## src/rtl/vga_sync_gen.sv

```systemverilog
// vga_sync_gen: 80x25 text-mode VGA timing, character addressing and underline cursor; define CURSOR_BLINK_EN for a 32-frame cursor blink
module vga_sync_gen #(
   parameter int H_ACTIVE = 640,
   parameter int H_FP     = 16,
   parameter int H_SYNC   = 96,
   parameter int H_BP     = 48,
   parameter int V_ACTIVE = 400,
   parameter int V_FP     = 12,
   parameter int V_SYNC   = 2,
   parameter int V_BP     = 35
) (
   input  logic        clk,
   input  logic        reset,
   input  logic [14:0] cursor_pos,
   output logic        vga_hsync,
   output logic        vga_vsync,
   output logic        vga_blank,
   output logic [10:0] char_addr,
   output logic [3:0]  glyph_row,
   output logic [2:0]  glyph_col,
   output logic        cursor_hit,
   output logic        frame_start
);
   localparam int H_TOTAL = H_ACTIVE + H_FP + H_SYNC + H_BP;
   localparam int V_TOTAL = V_ACTIVE + V_FP + V_SYNC + V_BP;
   localparam int HW = $clog2(H_TOTAL);
   localparam int VW = $clog2(V_TOTAL);
   localparam int HS_BEG = H_ACTIVE + H_FP;
   localparam int HS_END = H_ACTIVE + H_FP + H_SYNC;
   localparam int VS_BEG = V_ACTIVE + V_FP;
   localparam int VS_END = V_ACTIVE + V_FP + V_SYNC;
   logic [HW-1:0] h_q, h_d;
   logic [VW-1:0] v_q, v_d;
   logic          hsync_q, hsync_d, vsync_q, vsync_d, blank_q, blank_d;
   logic [10:0]   addr_q, addr_d, addr_c;
   logic [3:0]    row_q, row_d;
   logic [2:0]    col_q, col_d;
   logic          hit_q, hit_d, fs_q, fs_d;
   logic          h_wrap, v_wrap, blank_c, blink_on;
   // pixel and line counters with end-of-line and end-of-frame wrap
   always_comb begin
      h_wrap = int'(h_q) == H_TOTAL - 1;
      v_wrap = h_wrap && int'(v_q) == V_TOTAL - 1;
      h_d = h_wrap ? '0 : h_q + 1'b1;
      v_d = v_wrap ? '0 : h_wrap ? v_q + 1'b1 : v_q;
   end
`ifdef CURSOR_BLINK_EN
   logic [4:0] frame_q, frame_d;
   // frame counter; its MSB hides the cursor for 16 of every 32 frames
   always_comb begin
      frame_d = v_wrap ? frame_q + 5'd1 : frame_q;
      blink_on = ~frame_q[4];
   end
   // frame counter register
   always_ff @(posedge clk) begin
      if (reset) frame_q <= '0;
      else frame_q <= frame_d;
   end
`else
   assign blink_on = 1'b1;
`endif
   // decode the current counters into the next registered outputs
   always_comb begin
      blank_c = int'(h_q) >= H_ACTIVE || int'(v_q) >= V_ACTIVE;
      addr_c = 11'(v_q >> 4) * 11'(H_ACTIVE / 8) + 11'(h_q >> 3);
      hsync_d = !(int'(h_q) >= HS_BEG && int'(h_q) < HS_END);
      vsync_d = !(int'(v_q) >= VS_BEG && int'(v_q) < VS_END);
      blank_d = blank_c;
      addr_d = blank_c ? addr_q : addr_c;
      row_d = v_q[3:0];
      col_d = h_q[2:0];
      hit_d = !blank_c && cursor_pos[14:11] == 4'd0 && addr_c == cursor_pos[10:0] && v_q[3:0] >= 4'd14 && blink_on;
      fs_d = h_q == '0 && v_q == '0;
   end
   // counter and output registers; reset restarts the raster at (0,0) with syncs idle
   always_ff @(posedge clk) begin
      if (reset) begin
         h_q <= '0;
         v_q <= '0;
         hsync_q <= 1'b1;
         vsync_q <= 1'b1;
         blank_q <= 1'b1;
         addr_q <= '0;
         row_q <= '0;
         col_q <= '0;
         hit_q <= 1'b0;
         fs_q <= 1'b0;
      end else begin
         h_q <= h_d;
         v_q <= v_d;
         hsync_q <= hsync_d;
         vsync_q <= vsync_d;
         blank_q <= blank_d;
         addr_q <= addr_d;
         row_q <= row_d;
         col_q <= col_d;
         hit_q <= hit_d;
         fs_q <= fs_d;
      end
   end
   assign vga_hsync = hsync_q;
   assign vga_vsync = vsync_q;
   assign vga_blank = blank_q;
   assign char_addr = addr_q;
   assign glyph_row = row_q;
   assign glyph_col = col_q;
   assign cursor_hit = hit_q;
   assign frame_start = fs_q;
endmodule

```

## config.mk

```make
export PLATFORM = sky130hd
export DESIGN_NAME = vga_sync_gen
export DESIGN_NICKNAME = d
export VERILOG_FILES = /design/src/rtl/vga_sync_gen.sv
export SDC_FILE = /design/constraint.sdc
export NUM_CORES = 1
export LEC_CHECK = 0
export CAP_MARGIN = 5
export CORE_MARGIN = 5
export CORE_UTILIZATION = 59
export CTS_BUF_LIST = sky130_fd_sc_hd__clkbuf_8
export DETAILED_ROUTE_END_ITERATION = 10
export DONT_BUFFER_PORTS = 1
export PLACE_DENSITY = 0.78
export SYNTH_ARGS = -nofsm -noshare
export SYNTH_HDL_FRONTEND = slang
export SYNTH_SLANG_ARGS = --single-unit
```

## constraint.sdc

```tcl
create_clock -name clk -period 2.3 [get_ports clk]
set_input_delay 0.345 -clock clk [delete_from_list [all_inputs] [get_ports clk]]
set_output_delay 0.345 -clock clk [all_outputs]
set_load 0.01 [all_outputs]
```

==> qor.txt, run 1 <==
# clock sinks -> 42
crit-path cells -> ha_4 > ha_4 > inv_2 > fa_2 > xor2_2 > nor3_1 > buf_4 > xnor2_1 > a211oi_1
Arrival @ worst endpoint -> 2.40 ns
grt met2 use -> 33.37%
Layout fillers -> 306
Slowest-stage cell, CP -> fa_2
R2R cell count -> 9
Slew Limit Headroom -> 64.80%
synth unique cells -> 39
Die W -> 70.87 µm
LEAKAGE -> 0.9338 nW
ranking of synthesized cells by area -> dfxtp_1 38%, ha_1 7.4%, xor2_1 6.4%, xnor2_1 6.0%, nor2_1 5.7%
placer congestion estimate -> 0.8439
placed cells -> 294
Least-Margin Pin Slew -> 0.5280 ns
Die ar. -> 0.005022 mm²
critical path peak fanout -> 4
Buffers on Ports -> 0
CP Depth -> 9
Antenna Nets Post-Route -> 0
final std cells w/o fill -> 301
Placed Area -> 0.002248 mm²
P per Cell Area -> 565.5 mW/mm²
Pins Over Slew Limit -> 0
Final Critical Period -> 2.193 ns
critical path launch point type -> flip-flop
DR vias -> 1689
Top FF cell, synth -> dfxtp_1
kind of critical path -> reg2reg
asr flop ratio synth -> 0%
worst-skew pair later-pin latency -> 0.29 ns
CP required -> 2.50 ns
mapped cell area -> 0.002186 mm²
GRT Residual Overflow -> 0
antenna violations before repair -> 0
Residual DRC -> 0
Final Cell Area -> 0.002431 mm²
met3 Track Usage GR -> 5.114%
share of layout cells above drive strength 1 -> 14.62%
Area Overhead vs Synth -> 11.22%
Finish-stage setup viols -> 0
setup repair after global routing missed its margin -> true
row cnt -> 22
Post-synth EDFFs -> 0
htree depth -> 2
global-route wire length before repair -> 7.341 mm
effective utilization at floorplan -> 60.16%
GR Util met1 -> 20.62%
Max Clk Rate -> 456.0 MHz
Syn Nets -> 280
hold slack -> 0.1122 ns
Max VDD drop -> 462.2 µV
WHS Path Cells -> 1
TritonRoute pass-1 iters -> 4
post-DR vias/cell -> 5.611
clk slew on worst S/H paths -> 0.08 ns
total CTS buffers -> 5
Final Hold Viols -> 0
pin count of the biggest net entering global routing -> 27
CP max stage delay -> 0.35 ns
I/O pins -> 40
most frequent CP cell -> ha_4
Final #Nets -> 285
max-cap violations -> 0
most frequent cell after synthesis -> dfxtp_1
top cell type's share of synthesized area -> 38.47%
Seq cells post-synth -> 42
total core area -> 0.003633 mm²
Bufs and invs on worst path -> 2
aggregate global-route resource usage -> 18.39%
HPWL after DPL -> 3.212 mm
Hold Path Class -> in2reg
Ys Warns -> 0
Clock Path Buffers -> 2
Crit. End Element -> flip-flop
sequential area share after synthesis -> 38.47%
outcome -> completed
post-synth top area cell -> dfxtp_1
delay-heaviest family, CP -> adder cells
Clock Skew -> 0.004142 ns
DRT Wirelength -> 4.512 mm
Syn Area/Cell -> 8.814 µm²
GR peak layer -> met2
Die Ht -> 70.87 µm
commonest cells in the synthesized netlist -> 42 x dfxtp_1, 33 x nor2_1, 22 x nand2_1
cells after synthesis -> 248
Root Buffer -> clkbuf_8
DR iter-0 viols -> 112
number of global-route vias before repair -> 1638
routed length per instance -> 14.99 µm
diodes inserted -> 0
# hold bufs at CTS -> 0
TritonCTS clock tree -> yes
period utilization -> 95.35%
metrics by stage:
step                utilization, %  setup WS [ns]  setup TNS, ns   power, W
finish                       66.91         0.1070              0   0.001375
global route                 66.91      -0.002241      -0.002241   0.001424
CTS                          65.91       0.003607              0   0.001390
detailed placement           61.88        0.01272              0  0.0008050
global placement             61.88         0.1216              0  0.0008036
floorplan                        -        0.01917              0  0.0008037
registers in the layout (all words and copies together), names as in the netlist, 3 cells and up:
| signal | flops |
|---|---|
| char_addr | 11 |
| glyph_col | 3 |
| glyph_row | 4 |
| h_q | 10 |
| v_q | 9 |
cell type report:
type | instances | area (µm²) | area share [%]
repair buffers | 10 | 75.07 | 3.088
multi-input cells | 181 | 1289 | 53.01
well taps | 48 | 60.06 | 2.470
inverters | 13 | 48.80 | 2.007
flip-flops and latches | 42 | 845.8 | 34.79
clock buffers | 6 | 82.58 | 3.397
clock inverters | 1 | 30.03 | 1.235
repair_timing:
item / CTS / global route
setup endpoints to repair: 2 / 2
resized for setup: 8 / 7
pin swaps: 5 / 5
setup buffers: 0 / 0
report_power, final:
group | leakage [nW] | internal, W | switching, W | total (W)
Sequential | 0.342 | 0.000737 | 0.0000106 | 0.000747
Combinational | 0.535 | 0.0000211 | 0.0000190 | 0.0000401
Clock | 0.0573 | 0.000347 | 0.000240 | 0.000587
Total | 0.934 | 0.00111 | 0.000270 | 0.00137
logic make-up (layout without fill, tap and decap cells):
group / count (synthesis) / count (layout) / share of synthesized area, %
and+or+nand+nor: 104 / 104 / 23.53
DFF: 42 / 42 / 38.47
xor gates and xnor gates: 33 / 33 / 14.54
AOI/OAI and AO/OA: 28 / 28 / 8.185
buffers and inverters: 25 / 30 / 5.552
adders and majority gates: 15 / 15 / 9.273
muxes: 1 / 1 / 0.4579
worst paths after layout:
path / startpoint / to / slack (ns)
worst max-delay path: v_q[5] / char_addr[10] / 0.11
worst min-delay path: reset / glyph_row[0] / 0.11
worst max register to register: v_q[5] / char_addr[10] / 0.11
worst min register to register: h_q[0] / h_q[0] / 0.47
worst register-to-register path, stage by stage (launching register included):
cell	delay, ns
dfxtp_2	0.34
ha_4	0.27
ha_4	0.12
inv_2	0.03
fa_2	0.35
xor2_2	0.22
nor3_1	0.29
buf_4	0.17
xnor2_1	0.06
a211oi_1	0.25
metal layers:
layer	routed length, µm	share of wire, %
met1	1792	40
met2	2388	53
met3	262	5.8
met4	68	1.5
met5	0	0
layout by cell type (no fill, tap or decap), types with 3 or more instances in the layout:
cell type  Yosys  routed
o21ai_0        3       3
a21oi_1       13      13
xnor2_1       15      15
ha_4           0       3
nor4_1         3       3
buf_4          2      10
nor3_1         6       6
nor2b_1        4       4
dfxtp_2        0       4
nand3_1        7       7
and2_1         3       3
inv_1         13      12
nor2_1        33      32
a211oi_1       3       3
xor2_1        16      15
clkbuf_8       0       6
ha_1          13       9
dfxtp_1       42      38
nand4_1       11      11
a21o_1         3       3
nand2_1       22      22
nor2_2         4       4
(Power assumes the default switching activity.)
==> run 2: changes to the inputs <==
Settings changed: PLACE_DENSITY 0.78 to default, PLACE_DENSITY_LB_ADDON from default to 0.3, SKIP_CTS_REPAIR_TIMING from default to 1.
==> run 2 against run 1 <==
Against the previous run:
- clock skew fell by 0.0019 ns
- maximum frequency decreased by 0.46%
- power down 7.4%
- die area did not move
- final cell count up 0.33%
- global-route usage fell by 0.55 points
- critical path type unchanged
- largest power group unchanged
==> qor.txt, run 2 (synthesized netlist as in run 1, its figures left out) <==
Residual DRC -> 0
TritonRoute pass-1 iters -> 4
Bufs and invs on worst path -> 1
Max VDD drop -> 410.0 µV
placed cells -> 294
DR iter-0 viols -> 110
critical path launch point type -> flip-flop
placer congestion estimate -> 0.8646
Final #Nets -> 285
Root Buffer -> clkbuf_8
DR vias -> 1669
worst-skew pair later-pin latency -> 0.29 ns
Setup crit end -> cursor_hit
R2R cell count -> 9
pin count of the biggest net entering global routing -> 27
reg2reg start -> v_q[6]
outcome -> completed
Pins Over Slew Limit -> 0
Buffers on Ports -> 0
antenna violations before repair -> 0
Area Overhead vs Synth -> 9.960%
row cnt -> 22
utilization after layout -> 66.15%
hold slack -> 0.1102 ns
HPWL after DPL -> 3.164 mm
Reg area -> 843.3 µm²
kind of critical path -> reg2reg
Clock Path Buffers -> 2
# clock sinks -> 42
CP max stage delay -> 0.59 ns
Least-Margin Pin Slew -> 0.5110 ns
Die ar. -> 0.005022 mm²
Slew Limit Headroom -> 65.93%
Die Ht -> 70.87 µm
htree depth -> 2
effective utilization at floorplan -> 60.16%
Crit. End Element -> flip-flop
delay-heaviest family, CP -> adder cells
Die W -> 70.87 µm
share of layout cells above drive strength 1 -> 14.17%
critical path peak fanout -> 4
Hold Path Class -> in2reg
register-to-register path setup slack -> 0.1 ns
CP Depth -> 9
max FFs per register -> 11
DRT Wirelength -> 4.338 mm
r2r endpoint -> cursor_hit
global-route wire length before repair -> 7.169 mm
most common cell after layout, fill and taps aside -> dfxtp_1
worst setup path start -> v_q[6]
Arrival @ worst endpoint -> 2.40 ns
TritonCTS clock tree -> yes
period utilization -> 95.79%
Layout fillers -> 301
Antenna Nets Post-Route -> 0
most frequent cells in the layout -> 40 x dfxtp_1, 32 x nor2_1, 22 x nand2_1
Final Hold Viols -> 0
total CTS buffers -> 5
CP required -> 2.49 ns
crit-path cells -> ha_2 > ha_4 > inv_2 > fa_2 > nand2b_4 > nor2_2 > xor2_1 > o2111ai_1 > and4b_1
post-DR vias/cell -> 5.526
max-cap violations -> 0
Clock Skew -> 0.002274 ns
Final Critical Period -> 2.203 ns
routed length per instance -> 14.36 µm
final std cells w/o fill -> 302
LEAKAGE -> 0.9334 nW
clk slew on worst S/H paths -> 0.08 ns
GRT Residual Overflow -> 0
area of the multi-input gates -> 0.001281 mm²
Finish-stage setup viols -> 0
I/O pins -> 40
diodes inserted -> 0
setup repair after global routing missed its margin -> false
P per Cell Area -> 529.7 mW/mm²
number of global-route vias before repair -> 1574
Slowest-stage cell, CP -> fa_2
aggregate global-route resource usage -> 17.83%
total core area -> 0.003633 mm²
Max Clk Rate -> 453.9 MHz
run 2: cell count changes in the layout (fill, tap and decap cells not counted), sizes merged:
cell,delta
clkinv,+1
inv,+1
bufinv,-1
run 2: where the power goes:
group	leakage [nW]	switching, W	total [W]	internal [W]
Sequential	0.341	0.0000106	0.000747	0.000737
Combinational	0.540	0.0000186	0.0000397	0.0000211
Clock	0.0524	0.000249	0.000486	0.000238
Total	0.933	0.000278	0.00127	0.000996
run 2: per-stage QoR:
stage	total power (W)	instance area, µm²	setup TNS, ns	worst slack, ns
finish	0.001273	2404	0	0.09692
global route	0.001327	2404	0	0.006286
CTS	0.001283	2340	-0.004820	-0.004820
detailed placement	0.0008050	2248	0	0.01974
global placement	0.0008036	2248	0	0.1034
floorplan	0.0008037	2186	0	0.01917
run 2: worst min-delay path by stage:
stage	start	end	slack, ns	cells past startpoint
after floorplan	h_q[0]	h_q[0]	0.44	1
after global placement	reset	glyph_row[0]	0.41	1
after detailed placement	reset	glyph_col[1]	0.42	1
after CTS	reset	glyph_row[1]	0.10	1
after global routing	reset	glyph_col[1]	0.09	1
final	reset	glyph_col[1]	0.11	1
run 2: routing by layer:
layer  GRT usage (%)  up-vias  share of wire (%)
met5               0        -                  0
met4           6.681        0                1.6
met3           4.972        9                4.5
met2           30.38       38                 52
met1           21.34      781                 41
li1                -      841                  -
run 2: final cells by class:
class | instances | area share (%)
clock buffers | 6 | 3.436
inverters | 13 | 2.030
well taps | 48 | 2.499
repair buffers | 10 | 3.280
flip-flops and latches | 42 | 35.09
multi-input cells | 181 | 53.31
clock inverters | 2 | 0.3644
